$ cat config.mk
export PLATFORM = sky130hd
export DESIGN_NAME = instruction_decode_queue
export DESIGN_NICKNAME = d
export VERILOG_FILES = /design/src/rtl/instruction_decode_queue.sv
export SDC_FILE = /design/constraint.sdc
export NUM_CORES = 1
export LEC_CHECK = 0
export ABC_AREA = 1
export BUFFER_PORTS_ARGS = -buffer_cell sky130_fd_sc_hd__buf_4
export CAP_MARGIN = 20
export CORE_UTILIZATION = 45
export CTS_CLUSTER_SIZE = 8
export DETAILED_ROUTE_END_ITERATION = 6
export HOLD_SLACK_MARGIN = 0.1
export PLACE_DENSITY = 0.71
export SLEW_MARGIN = 20
export SYNTH_ARGS = -nofsm -noshare
export SYNTH_HDL_FRONTEND = slang
export SYNTH_SLANG_ARGS = --single-unit
export TNS_END_PERCENT = 50
$ cat constraint.sdc
create_clock -name clk -period 8.4 [get_ports clk]
set_clock_uncertainty 0.1 [all_clocks]
set_input_delay 1.68 -clock clk [delete_from_list [all_inputs] [get_ports clk]]
set_output_delay 1.68 -clock clk [all_outputs]
set_load 0.02 [all_outputs]
$ cat src/rtl/instruction_decode_queue.sv
// ---------------------------------------------------------------------------
// instruction_decode_queue
//
// Decode stage between fetch and rename/dispatch. Each cycle it can accept one
// 32-bit instruction over a valid/ready handshake. The instruction is decoded
// combinationally into a UOP_W-bit micro-op and written into a DEPTH-entry
// circular queue. Dispatch drains the queue head over a second valid/ready
// handshake. flush_i empties the queue on a redirect.
//
// Ports
//   clk            in   1               clock, rising edge
//   rst            in   1               asynchronous active-high reset
//   flush_i        in   1               synchronous flush (highest priority)
//   instr_valid_i  in   1               fetch presents an instruction
//   instr_i        in   32              instruction word
//   instr_ready_o  out  1               queue not full (registered state only)
//   uop_valid_o    out  1               head uop valid
//   uop_o          out  UOP_W           head uop
//   uop_ready_i    in   1               dispatch consumes the head
//   count_o        out  $clog2(DEPTH)+1 occupied entries
//   undef_o        out  1               one-cycle pulse after an undefined
//                                       encoding was consumed
//
// Configuration macro: DECODE_QUEUE_BYPASS_EN
//   Defined   : an instruction arriving at an empty queue while dispatch is
//               ready goes straight to uop_o in the same cycle (combinational
//               instr_i -> uop_o path) and is not written into storage.
//   Undefined : uop_o / uop_valid_o come from registers only, 1-cycle latency.
//
// Micro-op layout (bit positions, UOP_W must be >= 44):
//   [0]      valid       [4:1]   cond        [7:5]   class
//   [8]      imm operand [11:9]  shift type  [23:12] imm12
//   [27:24]  src0 [28] src0 valid   [32:29] src1 [33] src1 valid
//   [37:34]  src2 [38] src2 valid   [42:39] dst0 [43] dst0 valid
// ---------------------------------------------------------------------------
module instruction_decode_queue #(
  parameter int DEPTH    = 4,
  parameter int UOP_W    = 64,
  parameter int DROP_NOP = 1
) (
  input  logic                       clk,
  input  logic                       rst,
  input  logic                       flush_i,
  input  logic                       instr_valid_i,
  input  logic [31:0]                instr_i,
  output logic                       instr_ready_o,
  output logic                       uop_valid_o,
  output logic [UOP_W-1:0]           uop_o,
  input  logic                       uop_ready_i,
  output logic [$clog2(DEPTH):0]     count_o,
  output logic                       undef_o
);

  localparam int PW = $clog2(DEPTH);
  localparam int CW = PW + 1;

  // Field positions of the micro-op
  localparam int UOP_VALID_B   = 0;
  localparam int UOP_COND_LSB  = 1;
  localparam int UOP_CLASS_LSB = 5;
  localparam int UOP_IMM_B     = 8;
  localparam int UOP_SHIFT_LSB = 9;
  localparam int UOP_IMM12_LSB = 12;
  localparam int UOP_SRC0_LSB  = 24;
  localparam int UOP_SRC0_V    = 28;
  localparam int UOP_SRC1_LSB  = 29;
  localparam int UOP_SRC1_V    = 33;
  localparam int UOP_SRC2_LSB  = 34;
  localparam int UOP_SRC2_V    = 38;
  localparam int UOP_DST0_LSB  = 39;
  localparam int UOP_DST0_V    = 43;

  // Class codes
  localparam logic [2:0] CLS_INTEGER   = 3'd1;
  localparam logic [2:0] CLS_INTEGER_M = 3'd2;
  localparam logic [2:0] CLS_LOAD      = 3'd3;
  localparam logic [2:0] CLS_STORE     = 3'd4;

  // Shift codes (NONE = plain register operand)
  localparam logic [2:0] SHIFT_NONE = 3'd0;
  localparam logic [2:0] SHIFT_LSL  = 3'd1;
  localparam logic [2:0] SHIFT_LSR  = 3'd2;
  localparam logic [2:0] SHIFT_ASR  = 3'd3;
  localparam logic [2:0] SHIFT_ROR  = 3'd4;

  typedef struct packed {
    logic             undef;
    logic             nop;
    logic [UOP_W-1:0] uop;
  } dec_t;

  function automatic logic [2:0] shift_code(input logic [1:0] sh);
    logic [2:0] s;
    case (sh)
      2'b00:   s = SHIFT_LSL;
      2'b01:   s = SHIFT_LSR;
      2'b10:   s = SHIFT_ASR;
      default: s = SHIFT_ROR;
    endcase
    return s;
  endfunction

  function automatic dec_t decode(input logic [31:0] i);
    dec_t       d;
    logic       has_dst;
    d.undef = 1'b0;
    d.nop   = 1'b0;
    d.uop   = '0;
    d.uop[UOP_VALID_B]           = 1'b1;
    d.uop[UOP_COND_LSB +: 4]     = i[31:28];
    // TST/TEQ/CMP/CMN (opcode 10xx) only set flags
    has_dst = (i[24:23] != 2'b10);

    if (i[27:0] == 28'h320F000) begin
      d.nop = 1'b1;
      d.uop[UOP_CLASS_LSB +: 3] = CLS_INTEGER;
    end else if (i[27:26] == 2'b00) begin
      if (!i[25] && i[7] && i[4]) begin
        d.uop[UOP_CLASS_LSB +: 3] = CLS_INTEGER_M;
        d.uop[UOP_SRC0_LSB +: 4]  = i[3:0];
        d.uop[UOP_SRC0_V]         = 1'b1;
        d.uop[UOP_SRC1_LSB +: 4]  = i[11:8];
        d.uop[UOP_SRC1_V]         = 1'b1;
        d.uop[UOP_DST0_LSB +: 4]  = i[19:16];
        d.uop[UOP_DST0_V]         = 1'b1;
        // accumulate form reads a third register
        if (i[21]) begin
          d.uop[UOP_SRC2_LSB +: 4] = i[15:12];
          d.uop[UOP_SRC2_V]        = 1'b1;
        end
      end else begin
        d.uop[UOP_SRC0_LSB +: 4] = i[19:16];
        d.uop[UOP_SRC0_V]        = 1'b1;
        if (i[25]) begin
          d.uop[UOP_CLASS_LSB +: 3]  = CLS_INTEGER;
          d.uop[UOP_IMM_B]           = 1'b1;
          d.uop[UOP_IMM12_LSB +: 12] = i[11:0];
        end else begin
          d.uop[UOP_SRC1_LSB +: 4] = i[3:0];
          d.uop[UOP_SRC1_V]        = 1'b1;
          if (!i[4]) begin
            // LSL #0 is a plain register operand and needs no shifter
            if (i[11:5] == 7'd0) begin
              d.uop[UOP_CLASS_LSB +: 3] = CLS_INTEGER;
              d.uop[UOP_SHIFT_LSB +: 3] = SHIFT_NONE;
            end else begin
              d.uop[UOP_CLASS_LSB +: 3] = CLS_INTEGER_M;
              d.uop[UOP_SHIFT_LSB +: 3] = shift_code(i[6:5]);
            end
          end else begin
            d.uop[UOP_CLASS_LSB +: 3] = (i[31:28] == 4'hE) ? CLS_INTEGER_M : CLS_INTEGER;
            d.uop[UOP_SHIFT_LSB +: 3] = shift_code(i[6:5]);
            d.uop[UOP_SRC2_LSB +: 4]  = i[11:8];
            d.uop[UOP_SRC2_V]         = 1'b1;
          end
        end
        if (has_dst) begin
          d.uop[UOP_DST0_LSB +: 4] = i[15:12];
          d.uop[UOP_DST0_V]        = 1'b1;
        end
      end
    end else if (i[27:26] == 2'b01 && !(i[25] && i[4])) begin
      // register-offset form with bit 4 set is the media/undefined space
      d.uop[UOP_CLASS_LSB +: 3] = i[20] ? CLS_LOAD : CLS_STORE;
      d.uop[UOP_SRC0_LSB +: 4]  = i[19:16];
      d.uop[UOP_SRC0_V]         = 1'b1;
      if (i[20]) begin
        d.uop[UOP_DST0_LSB +: 4] = i[15:12];
        d.uop[UOP_DST0_V]        = 1'b1;
      end
    end else begin
      d.undef = 1'b1;
    end
    return d;
  endfunction

  logic [UOP_W-1:0] mem [DEPTH];
  logic [PW-1:0]    rd_ptr;
  logic [PW-1:0]    wr_ptr;
  logic [CW-1:0]    count;
  logic             undef_q;

  dec_t dec;
  logic accept;
  logic decodable;
  logic push;
  logic q_valid;
  logic pop;
  logic wr_en;
  logic bypass;

  // ---- decode / handshake (combinational) ----
  always_comb begin
    dec           = decode(instr_i);
    instr_ready_o = (count != CW'(DEPTH));
    q_valid       = (count != '0);
    accept        = instr_valid_i & instr_ready_o & ~flush_i;
    decodable     = ~dec.undef & ~(dec.nop & (DROP_NOP != 0));
    push          = accept & decodable;
`ifdef DECODE_QUEUE_BYPASS_EN
    bypass        = ~q_valid & push & uop_ready_i;
`else
    bypass        = 1'b0;
`endif
    pop           = q_valid & uop_ready_i & ~flush_i;
    wr_en         = push & ~bypass;
  end

  // ---- queue state ----
  always_ff @(posedge clk or posedge rst) begin
    if (rst) begin
      rd_ptr  <= '0;
      wr_ptr  <= '0;
      count   <= '0;
      undef_q <= 1'b0;
      for (int k = 0; k < DEPTH; k++) begin
        mem[k] <= '0;
      end
    end else if (flush_i) begin
      rd_ptr  <= '0;
      wr_ptr  <= '0;
      count   <= '0;
      undef_q <= 1'b0;
    end else begin
      undef_q <= accept & dec.undef;
      if (wr_en) begin
        mem[wr_ptr] <= dec.uop;
        wr_ptr      <= wr_ptr + PW'(1);
      end
      if (pop) begin
        rd_ptr <= rd_ptr + PW'(1);
      end
      case ({wr_en, pop})
        2'b10:   count <= count + CW'(1);
        2'b01:   count <= count - CW'(1);
        default: count <= count;
      endcase
    end
  end

  // ---- outputs ----
  always_comb begin
    count_o     = count;
    undef_o     = undef_q;
    uop_valid_o = q_valid | bypass;
    uop_o       = bypass ? dec.uop : mem[rd_ptr];
  end

endmodule

After elaboration in Yosys (flattened, before gate mapping) --
Index checks and enable logic that the tools add are counted.
Word-level totals: output and inout bits 70, logic and storage cells 97, bits in registers 264, input bits 37
Cells by class: equality and inequality tests 9, reduce and logical (&&, ||, !) cells 15, order comparisons 3, add/subtract/negate cells 4, bitwise gates (word level) 12, muxes and demuxes 46
Operator list (number):
- 256-bit bitwise mux | 1
- 64-bit two-way mux | 3
- 64-bit binary-select mux with 2-bit select | 1
- 64-bit demux with 2-bit select | 1
- 5-bit two-way mux | 8
- 36-bit two-way mux | 1
- 3-bit two-way mux | 11
- 16-bit two-way mux | 2
- 28-bit by 26-bit == test with 1-bit output (second input constant) | 1
- 10-bit two-way mux | 2
- 20-bit two-way mux | 1
- 12-bit two-way mux | 1
- 2-bit two-way mux | 6
- 3-bit one-hot mux with 3 select lines | 1
- 1-bit bitwise AND | 7
- 7-bit logical NOT | 1
- 2-bit by 1-bit == test with 1-bit output (second input constant) | 3
- 3-bit greater-or-equal comparator (second input constant) | 2
- 1-bit two-way mux | 6
- 2-bit inverter with 3-bit output | 2
- 3-bit one-hot mux with 2 select lines | 1
- 3-bit nonzero test | 2
- 1-bit logical AND | 5
- 2-bit by 1-bit adder with 2-bit output (second input constant) | 2
- other kinds (12) | 18

Depth between registers and ports, before layout --
word-level depth 12, gate-level depth with buffers 16

Worst setup path before layout --
OpenSTA, ideal clock, no wires.
path type input to register, start in instr_i[25], end reg count[2], in the netlist count_o[2], cell stages on the path 14, required time 8183 ps, arrival time 3246 ps, buffers on the path 1, setup slack 4937 ps, setup time 117 ps, cells stage by stage buf_6 > nand2_4 > nand3_2 > a21oi_2 > nand2_4 > nand2_1 > inv_1 > fa_1 > xnor2_1 > inv_1 > nand2_1 > nand2_1 > nand2_1 > nand2_1
On the way: cells in the longest elaborated chain, start to end 12
RTL lines:
- start, declared | line 45 | input logic [31:0] instr_i,
- 1-bit logical AND | line 162 | end else if (i[27:26] == 2'b01 && !(i[25] && i[4])) begin
- 1-bit logical NOT | line 162
- 1-bit logical AND | line 162
- 1-bit two-way mux | line 162
- 1-bit two-way mux | line 117 | end else if (i[27:26] == 2'b00) begin
- 1-bit two-way mux | line 114 | if (i[27:0] == 28'h320F000) begin
- 1-bit inverter | line 198 | decodable = ~dec.undef & ~(dec.nop & (DROP_NOP != 0));
- 1-bit bitwise AND * | line 198
- 1-bit bitwise AND * | line 199 | push = accept & decodable;
- 2-bit by 1-bit == test with 1-bit output / 2-bit == test (equally long branches) | line 233 | case ({wr_en, pop})
- 3-bit one-hot mux with 2 select lines | line 233
- 3-bit two-way mux | line 219 | end else if (flush_i) begin
- end signal, assigned | line 234 | 2'b10: count <= count + CW'(1);
- end signal, assigned | line 235 | 2'b01: count <= count - CW'(1);
- end signal, assigned | line 236 | default: count <= count;
- end, declared | line 180 | logic [CW-1:0] count;
Every way passes the cells marked *; elsewhere a longest branch is shown, timed or not. A chain may end at the register's enable or synchronous reset.

Final worst setup path --
start reg rd_ptr[1], end out uop_o[36]
On the way: cells in the longest elaborated chain, start to end 4
RTL lines:
- start, declared | line 178 | logic [PW-1:0] rd_ptr;
- start signal, assigned | line 231 | rd_ptr <= rd_ptr + PW'(1);
- 2-bit inverter with 3-bit output (not written as such) | line 246 | uop_o = bypass ? dec.uop : mem[rd_ptr];
- 64-bit binary-select mux with 2-bit select | line 246
- 64-bit two-way mux (not written as such) (2 in a row) | line 246
- end, declared | line 48 | output logic [UOP_W-1:0] uop_o,
No other way between the ends. The select of a mux whose other input is x is not followed.

==> run summary <==
The worst hold path belongs to the class reg2reg. After routing, the total negative slack on setup checks comes to 0 ps. The count of buffers added by post-CTS timing repair for setup was 0.

The worst path uses 53.9% of the clock period. The run gives 0 as the number of hold buffers added after cts. The first detailed-routing pass ran for 5 iterations. The run gives 0 as the final global-route overflow total. The number of different library cells used by synthesis comes to 39.

The signal on the critical path passes through inv_1 -> buf_4 -> o21ai_0 -> o21ai_0 -> buf_4. The path depth of the worst reg2reg path was 9. For this design, the sink count on the clock tree is 184. The row count is 51.

The number of nets still failing antenna checks after routing came out at 0. Counting flops and latches in the post-synthesis netlist gives 184. For the worst voltage drop across the vdd grid, the log shows 144 uV. The endpoint of the worst-slack reg-to-reg timing path is mem[0].

The fraction of layout cells with a size suffix above 1 is 13.5%. Clock tree synthesis selected as its root buffer the cell sky130_fd_sc_hd__clkbuf_16. The clock latency at the later pin of the worst-skew pair came out at 430 ps.

The top achievable clock speed is 221 MHz, and the synthesis-to-layout area growth is 12.8%. For the iteration-0 DRC count of the detailed router, the log shows 726. The largest stage delay on the critical path was 710 ps; the Yosys warning count was 0.

The finished layout holds 1,434 standard cells, fillers aside. The flow ran to the end, and the final reports show no timing, DRC or antenna violations. In the final design database the tool counted 1,203 nets.

CTS built an H-tree with a depth of 4. The run gives 7,615 as the total via count in the routed design. For this configuration, the core starts out at a cell density of 45.9%.

Each instance of the synthesized netlist takes up on average 8.07 sq um. After floorplanning, the core was sized to cover 0.0195 sq mm. Across every metal layer, demand over resource in global routing totals 24.4%. The type of the worst setup path was reg2out. Total power for the finished layout comes to 0.00213 W.

For the final max-slew violation count, the log shows 0. The flop-to-flop setup slack is 5760 ps, and the largest buffer count on any clock path is 2. For the number of antenna violations at the first check in global routing, the log shows 0.

The slew at the pin closest to its max-slew limit was 977 ps. STA classifies the critical path startpoint as a register. The cell depth of the worst min-delay path is 1. Setup violations remaining at the end of the flow were counted as 0. For the maximum number of pins on one net before global-route repair, the log shows 96. The final layout contains routed wiring with a total length of 23,600 microns. The number of global-route vias before repair was 7,219. Family of cells with the greatest summed delay on the critical path: buffers and inverters.

The detailed placer's ending HPWL is 14,700 microns, and the ratio of total power to cell area is 210 mW/mm^2. The library cells used most frequently in the layout, excluding fill and tap cells, are sky130_fd_sc_hd__nand2_1, sky130_fd_sc_hd__dfrtp_1, sky130_fd_sc_hd__o21ai_0. In this run the horizontal extent of the chip is 143 microns. The launching point of the worst reg2reg path is count_o[0].

For this run, the register share of the synthesized area comes to 51.3%. The gate count of the mapped netlist was 1,111. Setup repair after global routing left no endpoint under its margin. In the routed layout, each cell is associated on average with a via count of 5.31. The overall die height works out to 143 microns. The startpoint identified for the worst hold timing path is mem[64]. The library cell used most frequently in the layout, excluding fill and tap cells, is sky130_fd_sc_hd__nand2_1.

The post-detailed-route DRC marker count is 0. The worst setup path is captured at an output pin. The logs give 0 for the total of cells resized after clock tree synthesis and 1,404 for the number of cells in the design after placement.

First-pass GRT wire length: 38,400 microns. CTS buffer count: 17. The clock edge transition at the registers on the reported setup and hold paths was 60 ps. The final weighted congestion in routability-driven placement came out at 0.936. For the leakage component of the power, the log shows 5.19 nW. The run gives 4110 ps as the worst-case setup slack after placement. The max capacitance violation total was 0; the required time at the worst-slack endpoint was 6620 ps.

In this run the cell area of the synthesized design comes to 0.00897 sq mm. Worst hold path endpoint: mem[64]. Final worst-path setup slack: 3870 ps. Dividing the detail-routed wire length by the instance count gives 16.5 microns.

Worst-case headroom to the max-slew limit: 34.8%. The post-route minimum period was 4530 ps; the number of antenna diodes was 0. The hold violation total from the final report was 0; the I/O pin count was 107. For the worst path arrival time, the log shows 2750 ps. TritonCTS built the clock tree. Die footprint: 0.0205 sq mm. In this run the tool buffered the top-level ports with 86 buffer cells. The count of buffering cells on the critical path with inverters included was 3. Of all nets on the critical path, the largest fanout is 34.

The largest individual stage delay along the critical path comes from the cell sky130_fd_sc_hd__inv_1.
report_power, final:
group          switching, W  internal, W  leakage (nW)
Combinational      0.000222     0.000124          2.46
Clock              0.000328     0.000458         0.286
Sequential        0.0000344     0.000961          2.45
per-stage QoR:
| stage | util (%) | hold WS, ps | cell area (sq um) |
|---|---|---|---|
| 2_1_floorplan | - | 321 | 9040 |
| 3_3_place_gp | 48.9 | 347 | 9540 |
| 5_1_grt | 51.8 | 379 | 10100 |
| 3_5_place_dp | 48.9 | 348 | 9540 |
| 4_1_cts | 51.8 | 367 | 10100 |
| 6_report | 51.8 | 369 | 10100 |
per-layer routing:
layer,wire length (microns),global-route usage [%]
met5,0,0
met4,305,6.79
met3,1510,4.23
met2,10900,38.0
met1,10900,34.8
flip-flops by register name (all words and copies together), names as in the netlist:
name / count
rd_ptr: 2
mem: 176
undef_o: 1
wr_ptr: 2
count_o: 3
Yosys cell counts, drive strengths merged:
| library cell | instances | area share [%] |
|---|---|---|
| nor2 | 99 | 4.3 |
| fa | 1 | 0.22 |
| nor4 | 1 | 0.070 |
| clkinv | 1 | 0.042 |
| nand4 | 2 | 0.14 |
| inv | 64 | 2.8 |
| a22oi | 7 | 0.70 |
| nor3 | 3 | 0.17 |
| o32ai | 4 | 0.39 |
| buf | 57 | 4.7 |
| a21oi | 22 | 1.3 |
| a21boi | 1 | 0.084 |
| conb | 1 | 0.042 |
| xnor2 | 1 | 0.098 |
| o21ai | 214 | 12 |
| or2 | 7 | 0.49 |
| nand2 | 367 | 16 |
| o22ai | 29 | 2.0 |
| nand3 | 12 | 0.73 |
| clkbuf | 26 | 1.1 |
| nand3b | 1 | 0.084 |
| dfrtp | 184 | 51 |
| ha | 7 | 0.98 |
final cells by class:
cell class	count	area [sq um]
inverters	65	256
clock buffers	22	474
clock inverters	8	97.6
well taps	265	332
flip-flops and latches	184	4610
fillers	1924	9410
multi-input cells	798	3660
repair buffers	92	691
how the worst max path moves through the flow:
stage	start	to	slack (ps)	depth (start not counted)
floorplan	rst	count_o[0]	1620	1
global route	rd_ptr[1]	uop_o[36]	3740	5
CTS	rd_ptr[1]	uop_o[36]	3920	5
detailed placement	instr_i[27]	mem[28]	4110	12
finish	rd_ptr[1]	uop_o[36]	3870	5
global placement	instr_i[27]	mem[28]	4170	12
logic make-up after synthesis:
group	count (synthesis)	share of synthesized area (%)
AOI/OAI and AO/OA	277	16.5
other	1	0.0418
xor gates and xnor gates	1	0.0977
buffers and inverters	148	8.64
DFF	184	51.3
and+or+nand+nor	492	22.1
adders and majority gates	8	1.20
No activity file was read; power rests on OpenSTA's default activity.
